[config.mk]
export PLATFORM = sky130hd
export DESIGN_NAME = des_key_sched
export DESIGN_NICKNAME = d
export VERILOG_FILES = /design/src/rtl/des_key_pkg.sv /design/src/rtl/des_key_rot.sv /design/src/rtl/des_key_sched.sv
export SDC_FILE = /design/constraint.sdc
export NUM_CORES = 1
export LEC_CHECK = 0
export BUFFER_PORTS_ARGS = -buffer_cell sky130_fd_sc_hd__buf_2
export CAP_MARGIN = 20
export CORE_AREA = 2 2 126 159
export DETAILED_ROUTE_END_ITERATION = 10
export DIE_AREA = 0 0 128 161
export GPL_ROUTABILITY_DRIVEN = 1
export PLACE_DENSITY = 0.54
export SYNTH_ARGS = -nofsm -noshare
export SYNTH_HDL_FRONTEND = slang
export SYNTH_SLANG_ARGS = --single-unit
[constraint.sdc]
create_clock -name clk -period 9.44 [get_ports clk]
set_input_delay 0.944 -clock clk [delete_from_list [all_inputs] [get_ports clk]]
set_output_delay 0.944 -clock clk [all_outputs]
set_load 0.1 [all_outputs]
[src/rtl/des_key_pkg.sv]
// Shared tables and types for the DES key scheduler: PC-1/PC-2 permutations,
// the per-round shift amounts, the controller state type and the bit-selection helpers.
package des_key_pkg;

   typedef enum logic {IDLE, RUN} state_t;

   localparam logic [3:0] LAST_ROUND = 4'd15;

   // Entries are DES bit numbers (1 = MSB) of the source vector.
   localparam int PC1_TAB [0:55] = '{
      57, 49, 41, 33, 25, 17,  9,
       1, 58, 50, 42, 34, 26, 18,
      10,  2, 59, 51, 43, 35, 27,
      19, 11,  3, 60, 52, 44, 36,
      63, 55, 47, 39, 31, 23, 15,
       7, 62, 54, 46, 38, 30, 22,
      14,  6, 61, 53, 45, 37, 29,
      21, 13,  5, 28, 20, 12,  4
   };

   localparam int PC2_TAB [0:47] = '{
      14, 17, 11, 24,  1,  5,
       3, 28, 15,  6, 21, 10,
      23, 19, 12,  4, 26,  8,
      16,  7, 27, 20, 13,  2,
      41, 52, 31, 37, 47, 55,
      30, 40, 51, 45, 33, 48,
      44, 49, 39, 56, 34, 53,
      46, 42, 50, 36, 29, 32
   };

   localparam logic [1:0] SHIFT_TAB [0:15] = '{
      2'd1, 2'd1, 2'd2, 2'd2, 2'd2, 2'd2, 2'd2, 2'd2,
      2'd1, 2'd2, 2'd2, 2'd2, 2'd2, 2'd2, 2'd2, 2'd1
   };

   function automatic logic [1:56] pc1(input logic [1:64] k);
      logic [1:56] r;
      r = '0;
      for (int i = 0; i < 56; i++) r[i+1] = k[PC1_TAB[i]];
      return r;
   endfunction

   function automatic logic [1:48] pc2(input logic [1:56] cd);
      logic [1:48] r;
      r = '0;
      for (int i = 0; i < 48; i++) r[i+1] = cd[PC2_TAB[i]];
      return r;
   endfunction

   // Decrypt walks the encrypt schedule backwards: round r undoes encrypt shift 16-r,
   // and round 0 needs none because the full 28-bit cycle is the identity.
   function automatic logic [1:0] shift_amt(input logic dec, input logic [3:0] round);
      if (!dec) return SHIFT_TAB[round];
      if (round == 4'd0) return 2'd0;
      return SHIFT_TAB[4'(LAST_ROUND - round + 4'd1)];
   endfunction

endpackage

[src/rtl/des_key_rot.sv]
// Combinational C/D rotator: rotates each 28-bit half independently,
// left (dir=0) or right (dir=1) by 0, 1 or 2 positions.
module des_key_rot (
   input  logic [1:56] cd_i,
   input  logic        dir,
   input  logic [1:0]  amt,
   output logic [1:56] cd_o
);

   logic [1:28] c, d;

   assign c = cd_i[1:28];
   assign d = cd_i[29:56];

   always_comb begin
      cd_o = cd_i;
      case ({dir, amt})
         3'b001:  cd_o = {c[2:28], c[1],      d[2:28], d[1]};
         3'b010:  cd_o = {c[3:28], c[1:2],    d[3:28], d[1:2]};
         3'b101:  cd_o = {c[28],   c[1:27],   d[28],   d[1:27]};
         3'b110:  cd_o = {c[27:28], c[1:26],  d[27:28], d[1:26]};
         default: cd_o = cd_i;
      endcase
   end

endmodule

[src/rtl/des_key_sched.sv]
// Sequential DES key scheduler: one key in, sixteen PC-2 subkeys out over valid/ready.
// Optional odd-parity key check enabled by defining DES_KEY_PARITY_CHK_EN.
module des_key_sched
   import des_key_pkg::*;
(
   input  logic        clk,
   input  logic        rst_n,
   input  logic        key_valid,
   output logic        key_ready,
   input  logic [1:64] key,
   input  logic        des_mode,
   output logic        rk_valid,
   input  logic        rk_ready,
   output logic [1:48] rk,
   output logic [3:0]  rk_round,
   output logic        rk_last,
   output logic        busy,
   output logic        parity_err
);

   state_t      state_q, state_d;
   logic [1:56] cd_q, cd_d;
   logic [3:0]  round_q, round_d;
   logic        mode_q, mode_d;

   logic [1:56] rot_in, rot_out;
   logic        rot_dir;
   logic [1:0]  rot_amt;
   logic        key_acc, key_bad;

   assign key_acc = key_valid && (state_q == IDLE);

`ifdef DES_KEY_PARITY_CHK_EN
   logic parity_err_q, parity_err_d;

   always_comb begin
      key_bad = 1'b0;
      for (int b = 0; b < 8; b++) begin
         if (!(^key[8*b+1 +: 8])) key_bad = 1'b1;
      end
      parity_err_d = key_acc && key_bad;
   end

   always_ff @(posedge clk or negedge rst_n) begin
      if (!rst_n) parity_err_q <= 1'b0;
      else        parity_err_q <= parity_err_d;
   end

   assign parity_err = parity_err_q;
`else
   assign key_bad    = 1'b0;
   assign parity_err = 1'b0;
`endif

   // The single rotator serves the load path in IDLE and the advance path in RUN.
   always_comb begin
      rot_in  = cd_q;
      rot_dir = mode_q;
      rot_amt = shift_amt(mode_q, round_q + 4'd1);
      if (state_q == IDLE) begin
         rot_in  = pc1(key);
         rot_dir = des_mode;
         rot_amt = shift_amt(des_mode, 4'd0);
      end
   end

   des_key_rot u_rot (
      .cd_i (rot_in),
      .dir  (rot_dir),
      .amt  (rot_amt),
      .cd_o (rot_out)
   );

   always_comb begin
      state_d = state_q;
      cd_d    = cd_q;
      round_d = round_q;
      mode_d  = mode_q;
      case (state_q)
         IDLE: begin
            if (key_acc && !key_bad) begin
               mode_d  = des_mode;
               cd_d    = rot_out;
               round_d = 4'd0;
               state_d = RUN;
            end
         end
         RUN: begin
            if (rk_ready) begin
               if (round_q == LAST_ROUND) begin
                  state_d = IDLE;
               end else begin
                  round_d = round_q + 4'd1;
                  cd_d    = rot_out;
               end
            end
         end
         default: state_d = IDLE;
      endcase
   end

   always_ff @(posedge clk or negedge rst_n) begin
      if (!rst_n) begin
         state_q <= IDLE;
         cd_q    <= '0;
         round_q <= 4'd0;
         mode_q  <= 1'b0;
      end else begin
         state_q <= state_d;
         cd_q    <= cd_d;
         round_q <= round_d;
         mode_q  <= mode_d;
      end
   end

   assign key_ready = (state_q == IDLE);
   assign rk_valid  = (state_q == RUN);
   assign busy      = (state_q == RUN);
   assign rk        = pc2(cd_q);
   assign rk_round  = round_q;
   assign rk_last   = rk_valid && (round_q == LAST_ROUND);

endmodule

Word-level counts from Yosys, hierarchy flattened
Memories as Yosys holds them, arrays and structs flattened.
Index checks and enable logic that the tools add are counted.
- ROM bits: 64
- bits in registers: 62
- memories kept: 2
- output and inout port bits: 57
- input port bits: 69
- memories (memory ; words ; bits a word ; rd ports ; clocked after memory_dff ; wr ports ; line ; text):
    (name not given) ; 16 ; 2 ; 1 ; 0 ; 0 ; des_key_pkg.sv:56 ; return SHIFT_TAB[4'(LAST_ROUND - round + 4'd1)];
    (name not given) ; 16 ; 2 ; 1 ; 0 ; 0 ; des_key_pkg.sv:54 ; if (!dec) return SHIFT_TAB[round];
- equal/unequal tests: 8
- bitwise logic cells: 3
- add/subtract/negate cells: 3
- reduce and logical (&&, ||, !) cells: 5
- order comparisons: 2
- muxes and demuxes: 33
- operators with widths (cell ; count):
    56-bit two-way mux ; 4
    56-bit one-hot mux with 4 select lines ; 1
    56-bit one-hot mux with 2 select lines ; 1
    2-bit two-way mux ; 11
    4-bit two-way mux ; 3
    1-bit two-way mux ; 11
    5-bit greater-or-equal comparator, second input constant ; 2
    4-bit NOT with 5-bit output ; 2
    4-bit by 1-bit adder with 4-bit output, second input constant ; 2
    4-bit one-hot mux with 2 select lines ; 1
    3-bit == test, second input constant ; 2
    4-bit == test, second input constant ; 1
    4-bit logical NOT ; 1
    2-bit != test, second input constant ; 2
    4-bit subtractor, first input constant ; 1
    3-bit by 1-bit == test with 1-bit output, second input constant ; 1
    3-bit by 2-bit == test with 1-bit output, second input constant ; 1
    3-bit AND reduction ; 1
    1-bit logical AND ; 2
    2-bit by 1-bit != test with 1-bit output, second input constant ; 1
    1-bit one-hot mux with 2 select lines ; 1
    2-bit AND reduction ; 1
    1-bit NOT ; 1

Depth between registers and ports, before layout
Gate-level depths: netlist of the first run.
- depth after elaboration: 15
- depth in mapped cells: 14

Cells and area by module
Synthesis of the first run repeated with hierarchy kept, for this count alone.
- cells, all modules: 597
- area, all modules: 5793.1 um^2
- by module, submodules not included (module ; times used ; cells each ; area an instance (um^2)):
    des_key_sched ; 1 ; 307 ; 3702.3
    des_key_rot ; 1 ; 290 ; 2090.8

Worst setup path before layout of the first run
No wires, ideal clock.
- path kind: flip-flop to output port
- from: reg state_q (netlist: busy)
- to: out rk_last
- required time: 8.496 ns
- slack: 5.231 ns
- path buffers: 4
- stages on the path, launching flop included: 7
- arrival: 3.265 ns
- cells stage by stage: dfrtp_1 -> buf_4 -> buf_2 -> inv_2 -> buf_2 -> buf_2 -> nor2_1
- cells in the longest elaborated chain, start to end: 1
- ends and longest elaborated chain (element ; line ; text):
    from (decl) ; des_key_sched.sv:21 ; state_t state_q, state_d;
    from (signal assigned) ; des_key_sched.sv:109 ; state_q <= state_d;
    1-bit logical AND ; des_key_sched.sv:121 ; assign rk_last = rk_valid && (round_q == LAST_ROUND);
    to (decl) ; des_key_sched.sv:16 ; output logic rk_last,
No other way between the ends.

Worst setup path after layout of the first run
- from: reg round_q[0] (netlist: rk_round[0])
- to: reg cd_q[17] in the netlist's numbering
- cells in the longest elaborated chain, start to end: 15
- elaborated cells between the ends (all ways): 31
- classes of those cells: add/sub (3); eq/ne (6); mux (16); bitwise (2); reduce/logical (2); memory (2)
- ends and longest elaborated chain (element ; line ; text):
    from (decl) ; des_key_sched.sv:23 ; logic [3:0] round_q, round_d;
    from (signal assigned) ; des_key_sched.sv:111 ; round_q <= round_d;
    4-bit by 1-bit adder with 4-bit output ; des_key_sched.sv:59 ; rot_amt = shift_amt(mode_q, round_q + 4'd1);
    4-bit subtractor or 4-bit NOT with 5-bit output (tied branches) ; des_key_pkg.sv:56, des_key_pkg.sv:54 ;
    4-bit by 1-bit adder with 4-bit output or memory 16 x 2 bit (tied branches) ; - ;
    4-bit NOT with 5-bit output (implied by the code) or 2-bit two-way mux (tied branches) ; des_key_pkg.sv:56, des_key_pkg.sv:54 ;
    memory 16 x 2 bit or 2-bit two-way mux (tied branches) ; - ;
    2-bit two-way mux (on tied branches) ; des_key_pkg.sv:56, des_key_pkg.sv:54 ;
    2-bit two-way mux (on tied branches) ; des_key_pkg.sv:56, des_key_pkg.sv:55 ;
    2-bit two-way mux ; des_key_pkg.sv:56 ;
    2-bit two-way mux ; des_key_pkg.sv:55 ; if (round == 4'd0) return 2'd0;
    2-bit two-way mux ; des_key_sched.sv:60 ; if (state_q == IDLE) begin
    3-bit == test (tied with other cells) ; des_key_rot.sv:17 ; case ({dir, amt})
    56-bit one-hot mux with 4 select lines ; des_key_rot.sv:17 ;
    56-bit two-way mux ; des_key_sched.sv:90 ; if (round_q == LAST_ROUND) begin
    56-bit two-way mux ; des_key_sched.sv:89 ; if (rk_ready) begin
    56-bit one-hot mux with 2 select lines ; des_key_sched.sv:79 ; case (state_q)
    to (signal assigned) ; des_key_sched.sv:105 ; cd_q <= '0;
    to (signal assigned) ; des_key_sched.sv:110 ; cd_q <= cd_d;
    to (decl) ; des_key_sched.sv:22 ; logic [1:56] cd_q, cd_d;
Several ways; a longest one is shown, not always the timed one. The select of a mux whose other input is x is not followed.
A chain may end at the register's enable or synchronous reset.

==> flow_summary.ini, run 1 <==
[sta]
drv_slew = 0
maxSlewHeadroom_pct = 34.4
setup_viol = 0
worstMarginPinSlew_ns = 0.985
rsz0062_at_grt = no
fin_ws_ns = 5.14
final_hold_viol_count = 0
period_share_pct = 45.5
period_needed_ns = 4.30
fin_setup_tns_ns = 0
clock_skew_ns = 0.0148
max_freq_mhz = 233

[synthesis]
ys_top_cells_by_count = 100 x nand2_1, 78 x o21ai_0, 69 x a21oi_1, 67 x nor2_1, 62 x dfrtp_1
seq_area_frac_synth_pct = 23.6
synth_seq_cells = 62
synth_area_leaders = dfrtp_1 24%, buf_4 6.5%, a22o_1 6.4%
synthesis.nets = 976
synth_area_um2 = 6580
yosys_warnings = 0
muxShareOfSynthArea_pct = 2.17
yosys.area_share.simple_pct = 17.1
synth_cells = 901
synth_edf_count = 0
synth.most_common_cell = nand2_1
synth_compound_area_share_pct = 42.4
synth_top_area_share_pct = 23.6
ys.flop_type = dfrtp_1
synth_area_per_cell_um2 = 7.31
async_flop_share_pct = 100
synth_top_family_by_area = compound AO/OA/AOI/OAI gates
ys_types = 63
synth_xor_area_share_pct = 0.266
synth-adder-area-share_pct = 1.14
yosysTopAreaCell = dfrtp_1

[detailed_routing]
dr.pass1.iters = 6
vias = 7294
drt_iter0_drc = 886
post_drt_wl_per_cell_um = 22.1
drtAntennaViolNets = 0
route.detailed.drc = 0
via_per_inst = 6.37
wl_um = 25300

[grt]
overflow = 0
grt_pass1_wl_um = 40000
grtUsageMet3_pct = 3.38
busiest_layer = met2
grt_pass1_vias = 6689
grt_util_met2_pct = 37.9
antenna_found_initial = 0
grt_use_total_pct = 24.3
grt_use_met1_pct = 35.1
grt_max_degree = 94

[worst_setup_path]
slowest_delay_ns = 0.66
worstReg2RegStart = rk_round[0]
crit_required_ns = 9.66
path_class = reg -> reg
start_kind = register
crit_arrival_ns = 4.51
r2r-end = cd_q[17]
cp_max_fo = 31
ff2ff_path_depth = 14
path_cells = inv_1 > ha_1 > or4b_1 > o2111ai_1 > a21o_1 > a41oi_1 > o21a_1 > ha_1 > buf_4 > inv_1 > nand2_1 > buf_4 > a21oi_1 > a221o_1
critPathSlowestCell = dfrtp_1
rrSetupSlack_ns = 5.14
critPathTopFamily = buffers and inverters
crit_buf_inv = 4
cp-end-kind = register

[layout]
areaGrowthSynthToFinish_pct = 7.41
drive_gt1_share_pct = 18.2
fin_cells = 1145
antenna_cells = 0
layout.nets = 979
nFillCells = 2064

[clock_network]
hold_buffers = 0
cts_setup_buffers = 0
cts_buffers = 9
clk_transition_reported_paths_ns = 0.06
cts_num_sinks = 62
cts_root_buf = clkbuf_16
cts_resized = 0
ctsHtreeMaxLevel = 3
clock_latency_ns = 0.34
cts_tree = built
cts.path.max_buffers = 2

[floorplanning]
ios = 126
core_area_um2 = 19100
die_h_um = 161
die_w_um = 128
initial_core_util_pct = 34.4
num_rows = 57
die-area_um2 = 20600

[outcome]
status = completed

[placement]
hpwlAfterDp_um = 15800
dp_cells = 1129
pre_cts_ws_ns = 5.11
gp_congestion = 0.869
port_buffers = 116

[job]
cap_viol_max_count = 0

[worst_hold_path]
whs_path_depth = 1
hold_class = reg -> reg
min_from = cd_q[35]
holdPathEnd = cd_q[35]
-- worst register-to-register path: stages, from the launching register on --
cell and delay (ns):
dfrtp_1 0.66, inv_1 0.14, ha_1 0.43, or4b_1 0.55, o2111ai_1 0.11, a21o_1 0.15, a41oi_1 0.07, o21a_1 0.24
ha_1 0.27, buf_4 0.39, inv_1 0.11, nand2_1 0.29, buf_4 0.40, a21oi_1 0.11, a221o_1 0.27
-- through the flow --
stage / cell area, µm² / hold WS [ns] / utilization (%)
after floorplan: 6580 / 0.502 / -
after global routing: 7070 / 0.579 / 37.0
final: 7070 / 0.552 / 37.0
after CTS: 7070 / 0.550 / 37.0
after global placement: 6770 / 0.529 / 35.4
after detailed placement: 6770 / 0.533 / 35.4
-- layout by cell type (no fill, tap or decap), drive strengths merged, types with 24 or more instances in the layout --
cell / Yosys / final
a211oi: 26 / 26
a21oi: 69 / 69
a22o: 48 / 48
a22oi: 24 / 24
a31oi: 41 / 41
buf: 107 / 134
dfrtp: 62 / 62
nand2: 101 / 101
nand3: 28 / 28
nor2: 67 / 67
o21ai: 99 / 99
o22ai: 27 / 27
-- area by class of cell --
class / instances / area, µm² / area share, %
Clock inverter: 4 / 45.0 / 0.637
Tap cell: 236 / 295 / 4.18
Multi-Input combinational cell: 688 / 4170 / 59.0
Timing Repair Buffer: 134 / 716 / 10.1
Clock buffer: 12 / 256 / 3.63
Inverter: 9 / 33.8 / 0.478
Sequential cell: 62 / 1560 / 22.0
-- cells by family after synthesis --
group,count (synthesis)
other cells,1
fa+ha+maj,6
simple gates,250
xor+xnor,2
mux,14
compound gates,415
buf+inv,151
flops,62
-- registers in the layout, summed over array words and instances (netlist names) --
| register | cells |
|---|---|
| rk_round | 4 |
| mode_q | 1 |
| busy | 1 |
| cd_q | 56 |
-- how the worst max path moves through the flow --
stage          cells after the start  endpoint   startpoint
2_1_floorplan                      6   rk_last         busy
3_3_place_gp                      11  cd_q[17]     des_mode
3_5_place_dp                      11  cd_q[17]     des_mode
4_1_cts                           14  cd_q[55]  rk_round[0]
5_1_grt                           14  cd_q[55]  rk_round[0]
6_report                          14  cd_q[17]  rk_round[0]
-- per-layer routing --
metal	wire (µm)	share of wire (%)	vias to the layer above
li1	-	-	3353
met1	11400	45	3551
met2	11600	46	367
met3	1860	7.4	23
met4	377	1.5	0
met5	0	0	-
Power of run 1 is not shown: default switching activity piles up to over one toggle a cycle in this logic, so the estimate is an artifact.
==> run 2, diff against run 1 <==
--- a/config.mk
+++ b/config.mk
@@ -5,13 +5,14 @@
 export SDC_FILE = /design/constraint.sdc
 export NUM_CORES = 1
 export LEC_CHECK = 0
+export ABC_AREA = 1
 export BUFFER_PORTS_ARGS = -buffer_cell sky130_fd_sc_hd__buf_2
 export CAP_MARGIN = 20
-export CORE_AREA = 2 2 126 159
+export CORE_AREA = 2 2 118 149
 export DETAILED_ROUTE_END_ITERATION = 10
-export DIE_AREA = 0 0 128 161
+export DIE_AREA = 0 0 120 151
 export GPL_ROUTABILITY_DRIVEN = 1
-export PLACE_DENSITY = 0.54
+export PLACE_DENSITY = 0.55
 export SYNTH_ARGS = -nofsm -noshare
 export SYNTH_HDL_FRONTEND = slang
 export SYNTH_SLANG_ARGS = --single-unit
==> constraint.sdc (replaced) <==
create_clock -name clk -period 4.4 [get_ports clk]
set_input_delay 0.44 -clock clk [delete_from_list [all_inputs] [get_ports clk]]
set_output_delay 0.44 -clock clk [all_outputs]
set_load 0.1 [all_outputs]
==> run 2 against run 1 <==
  * Non-clock buffer count decreased by 8
  * Core utilization grew 0.75 points
  * Critical endpoint is now cd_q[56]
  * Register-to-register slack lost 4.2 ns
  * Flip-flop and latch count is the same
  * Synthesized area shrank 12%
  * Clock skew fell by 0.0065 ns
  * First-iteration DRC count is 56% lower
  * Cell count increased by 7.8%
==> flow_summary.ini, run 2 <==
[synthesis]
synth.most_common_cell = nand2_1
synth_area_leaders = dfrtp_1 27%, nand2_1 20%, a21oi_1 16%
seq_area_frac_synth_pct = 26.9
ys_types = 29
async_flop_share_pct = 100
synth_area_um2 = 5770
synthesis.nets = 1057
synth_top_area_share_pct = 26.9
synth_edf_count = 0
synth_area_per_cell_um2 = 5.88
ys_top_cells_by_count = 312 x nand2_1, 190 x a21oi_1, 173 x nor2_1, 67 x inv_1, 62 x dfrtp_1
yosysTopAreaCell = dfrtp_1
synth_cells = 982
yosys_warnings = 0
synth_seq_cells = 62
ys.flop_type = dfrtp_1

[grt]
grt_use_total_pct = 19.4
antenna_found_initial = 0
grt_pass1_wl_um = 28700
grt_max_degree = 70
overflow = 0
grt_pass1_vias = 5601

[layout]
antenna_cells = 0
final_cell_mix = 312 x nand2_1, 190 x a21oi_1, 173 x nor2_1
largest_reg_flops = 56
layout.nets = 1084
drive_gt1_share_pct = 15.7
largest-register = cd_q
mostFrequentLayoutCell = nand2_1
areaGrowthSynthToFinish_pct = 8.80
utilization_pct = 37.7
fin_cells = 1234

[floorplanning]
core_area_um2 = 16600
initial_core_util_pct = 34.7
die_w_um = 120
die-area_um2 = 18100
num_rows = 53
ios = 126
die_h_um = 151

[sta]
fin_setup_tns_ns = 0
max_freq_mhz = 292
drv_slew = 0
worstMarginPinSlew_ns = 0.964
maxSlewHeadroom_pct = 35.7
setup_viol = 0
period_share_pct = 77.8
rsz0062_at_grt = no
clock_skew_ns = 0.00828
holdWs_ns = 0.251
period_needed_ns = 3.42
final_hold_viol_count = 0

[worst_setup_path]
ff2ff_path_depth = 17
crit_arrival_ns = 3.67
r2r-end = cd_q[56]
rrSetupSlack_ns = 0.98
worstReg2RegStart = rk_round[0]
crit_required_ns = 4.65
cp-end-kind = register
slowest_delay_ns = 0.53
start_kind = register
path_class = reg -> reg
path_cells = inv_1 > ha_1 > inv_1 > nand3_1 > nor2_1 > nand2_1 > nand3_1 > nand3_1 > a21oi_1 > ha_2 > nand3_2 > buf_4 > nor2_1 > a21oi_1 > nand2_1 > nand2_1 > a21oi_1
crit_start = rk_round[0]
endpoint = cd_q[56]
critPathSlowestCell = nand3_2
cp_max_fo = 31

[clock_network]
clock_latency_ns = 0.33
cts_root_buf = clkbuf_16
hold_buffers = 0
ctsHtreeMaxLevel = 3
cts_setup_buffers = 0
cts_buffers = 9
cts_tree = built
cts_resized = 0
clk_transition_reported_paths_ns = 0.06
cts.path.max_buffers = 2
cts_num_sinks = 62

[detailed_routing]
dr.pass1.iters = 4
vias = 5960
drtAntennaViolNets = 0
via_per_inst = 4.83
drt_iter0_drc = 392
wl_um = 17400
route.detailed.drc = 0
post_drt_wl_per_cell_um = 14.1

[placement]
hpwlAfterDp_um = 10900
dp_cells = 1217
port_buffers = 116
gp_congestion = 0.812

[job]
cap_viol_max_count = 0

[outcome]
status = completed

[worst_hold_path]
hold_class = in -> async
-- run 2: cell types whose count changed after synthesis, moves of 24 or more --
cell | before | now
nand2_1 | 100 | 312
o21ai_0 | 78 | 3
a22oi_1 | 24 | 0
inv_1 | 6 | 67
o22ai_1 | 27 | 2
a211oi_1 | 26 | 0
a21oi_1 | 69 | 190
nor2_1 | 67 | 173
a31oi_1 | 41 | 0
a22o_1 | 48 | 0
-- run 2: per-stage QoR --
step | setup WS, ns | area [µm²]
after global placement | 1.00 | 5980
final | 0.978 | 6280
after CTS | 0.951 | 6260
after global routing | 0.595 | 6280
after detailed placement | 0.984 | 5980
after floorplan | 0.982 | 5770
-- run 2: final cells by class --
| type | count | area (µm²) |
|---|---|---|
| fill | 1894 | 10400 |
| multi-input combinational | 737 | 3220 |
| sequential | 62 | 1550 |
| timing repair buffer | 126 | 668 |
| inverter | 73 | 279 |
| tap | 220 | 275 |
| clock buffer | 11 | 233 |
| clock inverter | 5 | 50.0 |
-- run 2: worst min-delay path by stage --
stage,start,to,slack (ns),cells past startpoint
after floorplan,rst_n,busy,0.14,0
after CTS,rk_ready,busy,0.28,2
final,rst_n,cd_q[37],0.25,1
after global placement,cd_q[35],cd_q[35],0.47,2
after global routing,rk_ready,busy,0.31,2
after detailed placement,cd_q[35],cd_q[35],0.46,2
-- run 2: per-layer routing --
layer  vias to the layer above  share of wire, %  global-route usage, %
li1                       3087                 -                      -
met1                      2743                47                   25.0
met2                       119                49                   34.5
met3                        11               3.4                   2.37
met4                         0               1.1                   4.88
met5                         -                 0                      0
-- run 2: logic make-up (layout without fill, tap and decap cells) --
group	after synthesis	after routing	synth area share, %
mux	2	2	0.368
buf+inv	183	215	17.4
fa+ha+maj	6	6	1.30
simple gates	519	519	35.2
other cells	1	1	0.0649
flops	62	62	26.9
compound gates	209	209	18.7
-- run 2: critical path, delay by kind of cell (launching register included) --
kind	cells	cell delay (ns)
adders and majority gates	2	0.53
buffers and inverters	3	0.63
AOI/OAI and AO/OA	3	0.36
and+or+nand+nor	9	1.31
DFF	1	0.50
Power of run 2 is left out for the same reason.
==> run 3, diff against run 2 <==
==> constraint.sdc (replaced) <==
create_clock -name clk -period 3.2 [get_ports clk]
set_input_delay 0.32 -clock clk [delete_from_list [all_inputs] [get_ports clk]]
set_output_delay 0.32 -clock clk [all_outputs]
set_load 0.1 [all_outputs]
==> run 3 against run 2 <==
  * Core utilization increased by 0.66 points
  * Critical endpoint is now cd_q[1]
  * Non-clock buffer count increased by 13
  * Clock skew decreased by 0.0017 ns
  * Fmax increased by 20%
  * Register-to-register slack got worse by 0.64 ns
  * Final area increased by 1.8%
  * Cell count increased by 0.97%
  * Global-route usage increased by 0.10 points
  * First-iteration DRC count increased by 5.9%
  * Sequential share of layout area decreased by 0.39 points
==> flow_summary.ini, run 3 (synthesis results as in run 2) <==
[sta]
setup_viol = 0
fin_ws_ns = 0.341
drv_slew = 0
fin_setup_tns_ns = 0
maxSlewHeadroom_pct = 51.4
rsz0062_at_grt = no
period_share_pct = 89.3
final_hold_viol_count = 0
max_freq_mhz = 350
period_needed_ns = 2.86
worstMarginPinSlew_ns = 0.722
clock_skew_ns = 0.00660

[job]
cap_viol_max_count = 0

[layout]
largest-register = cd_q
areaGrowthSynthToFinish_pct = 10.7
seq_area_um2 = 1560
drive_gt1_share_pct = 16.6
fin_cells = 1246
multiInputGateArea_um2 = 3220
final_cell_mix = 312 x nand2_1, 190 x a21oi_1, 173 x nor2_1
largest_reg_flops = 56
fin_area_um2 = 6390
mostFrequentLayoutCell = nand2_1
layout.nets = 1097
antenna_cells = 0
nFillCells = 1880

[placement]
gp_congestion = 0.837
place_area_um2 = 6130
dp_cells = 1230
pre_cts_ws_ns = 0.372
hpwlAfterDp_um = 11900
port_buffers = 116

[grt]
grt_pass1_vias = 5639
grt_max_degree = 51
grt_pass1_wl_um = 28500
antenna_found_initial = 0
overflow = 0
grt_use_total_pct = 19.5

[detailed_routing]
vias = 6026
wl_um = 17300
via_per_inst = 4.84
route.detailed.drc = 0
dr.pass1.iters = 5
drtAntennaViolNets = 0
post_drt_wl_per_cell_um = 13.9
drt_iter0_drc = 415

[worst_setup_path]
rrSetupSlack_ns = 0.34
cp_max_fo = 19
start_kind = register
worstReg2RegStart = rk_round[0]
path_class = reg -> reg
slowest_delay_ns = 0.44
cp-end-kind = register
r2r-end = cd_q[1]
ff2ff_path_depth = 17
crit_arrival_ns = 3.12
path_cells = inv_1 > ha_1 > inv_1 > nand3_1 > nor2_1 > nand2_1 > nand3_1 > nand3_1 > a21oi_1 > ha_2 > nand2_4 > inv_2 > buf_12 > a21oi_1 > nand2_1 > nand2_1 > a21oi_1
crit_required_ns = 3.46
critPathSlowestCell = dfrtp_2

[floorplanning]
die-area_um2 = 18100
num_rows = 53
die_h_um = 151
core_area_um2 = 16600
die_w_um = 120
ios = 126
initial_core_util_pct = 34.7

[clock_network]
ctsHtreeMaxLevel = 3
cts_num_sinks = 62
cts_tree = built
cts_buffers = 9
cts_setup_buffers = 0
cts.path.max_buffers = 2
clock_latency_ns = 0.34
cts_root_buf = clkbuf_16
clk_transition_reported_paths_ns = 0.05

[worst_hold_path]
hold_class = in -> reg
whs_path_depth = 2
holdPathEnd = busy
min_from = rk_ready

[outcome]
status = completed
-- run 3: changes by cell type in the layout (fill, tap and decap cells not counted) --
cell,previous run,this run
dfrtp_2,1,3
buf_12,1,4
dlygate4sd3_1,0,1
inv_4,0,1
clkinv_2,4,2
buf_4,9,18
clkbuf_1,2,4
inv_2,4,3
dfrtp_1,61,59
bufinv_16,1,0
-- run 3: worst max-delay path, delay by kind of cell (launching register included) --
family	cells	cell delay [ns]
buffers and inverters	4	0.67
AND/OR/NAND/NOR	8	0.73
AO/OA/AOI/OAI	3	0.38
adder cells (fa/ha/maj)	2	0.52
flip-flops	1	0.44
-- run 3: final cells by class --
type | count | share of cell area [%]
inverters | 73 | 4.40
repair buffers | 139 | 12.6
clock inverters | 2 | 0.157
flip-flops and latches | 62 | 24.3
clock buffers | 13 | 3.76
well taps | 220 | 4.31
multi-input cells | 737 | 50.4
-- run 3: worst max-delay path by stage --
stage | start | endpoint | slack (ns)
4_1_cts | rk_round[0] | cd_q[1] | 0.35
3_3_place_gp | rk_round[0] | cd_q[56] | 0.36
5_1_grt | rk_round[0] | cd_q[1] | 0.001
6_report | rk_round[0] | cd_q[1] | 0.34
2_1_floorplan | rk_round[2] | cd_q[13] | 0.007
3_5_place_dp | rk_round[0] | cd_q[1] | 0.37
-- run 3: per-stage QoR --
step | hold WS (ns) | utilization [%]
2_1_floorplan | 0.0244 | -
3_3_place_gp | 0.295 | 36.8
3_5_place_dp | 0.301 | 36.8
4_1_cts | 0.154 | 38.4
5_1_grt | 0.181 | 38.4
6_report | 0.165 | 38.4
-- run 3: what timing repair did --
item | in CTS | in global routing
endpoints found under the setup margin | 0 | 2
hold buffers | 1 | 0
gates resized for setup | 0 | 2
endpoints found under the hold margin | 17 | 0
-- run 3: metal layers --
metal	wire (µm)	GRT usage, %	up-vias
met1	7750	24.8	2732
met2	8560	34.1	153
met3	775	2.75	21
li1	-	-	3120
met4	229	6.47	0
met5	0	0	-
Power of run 3 is left out for the same reason.
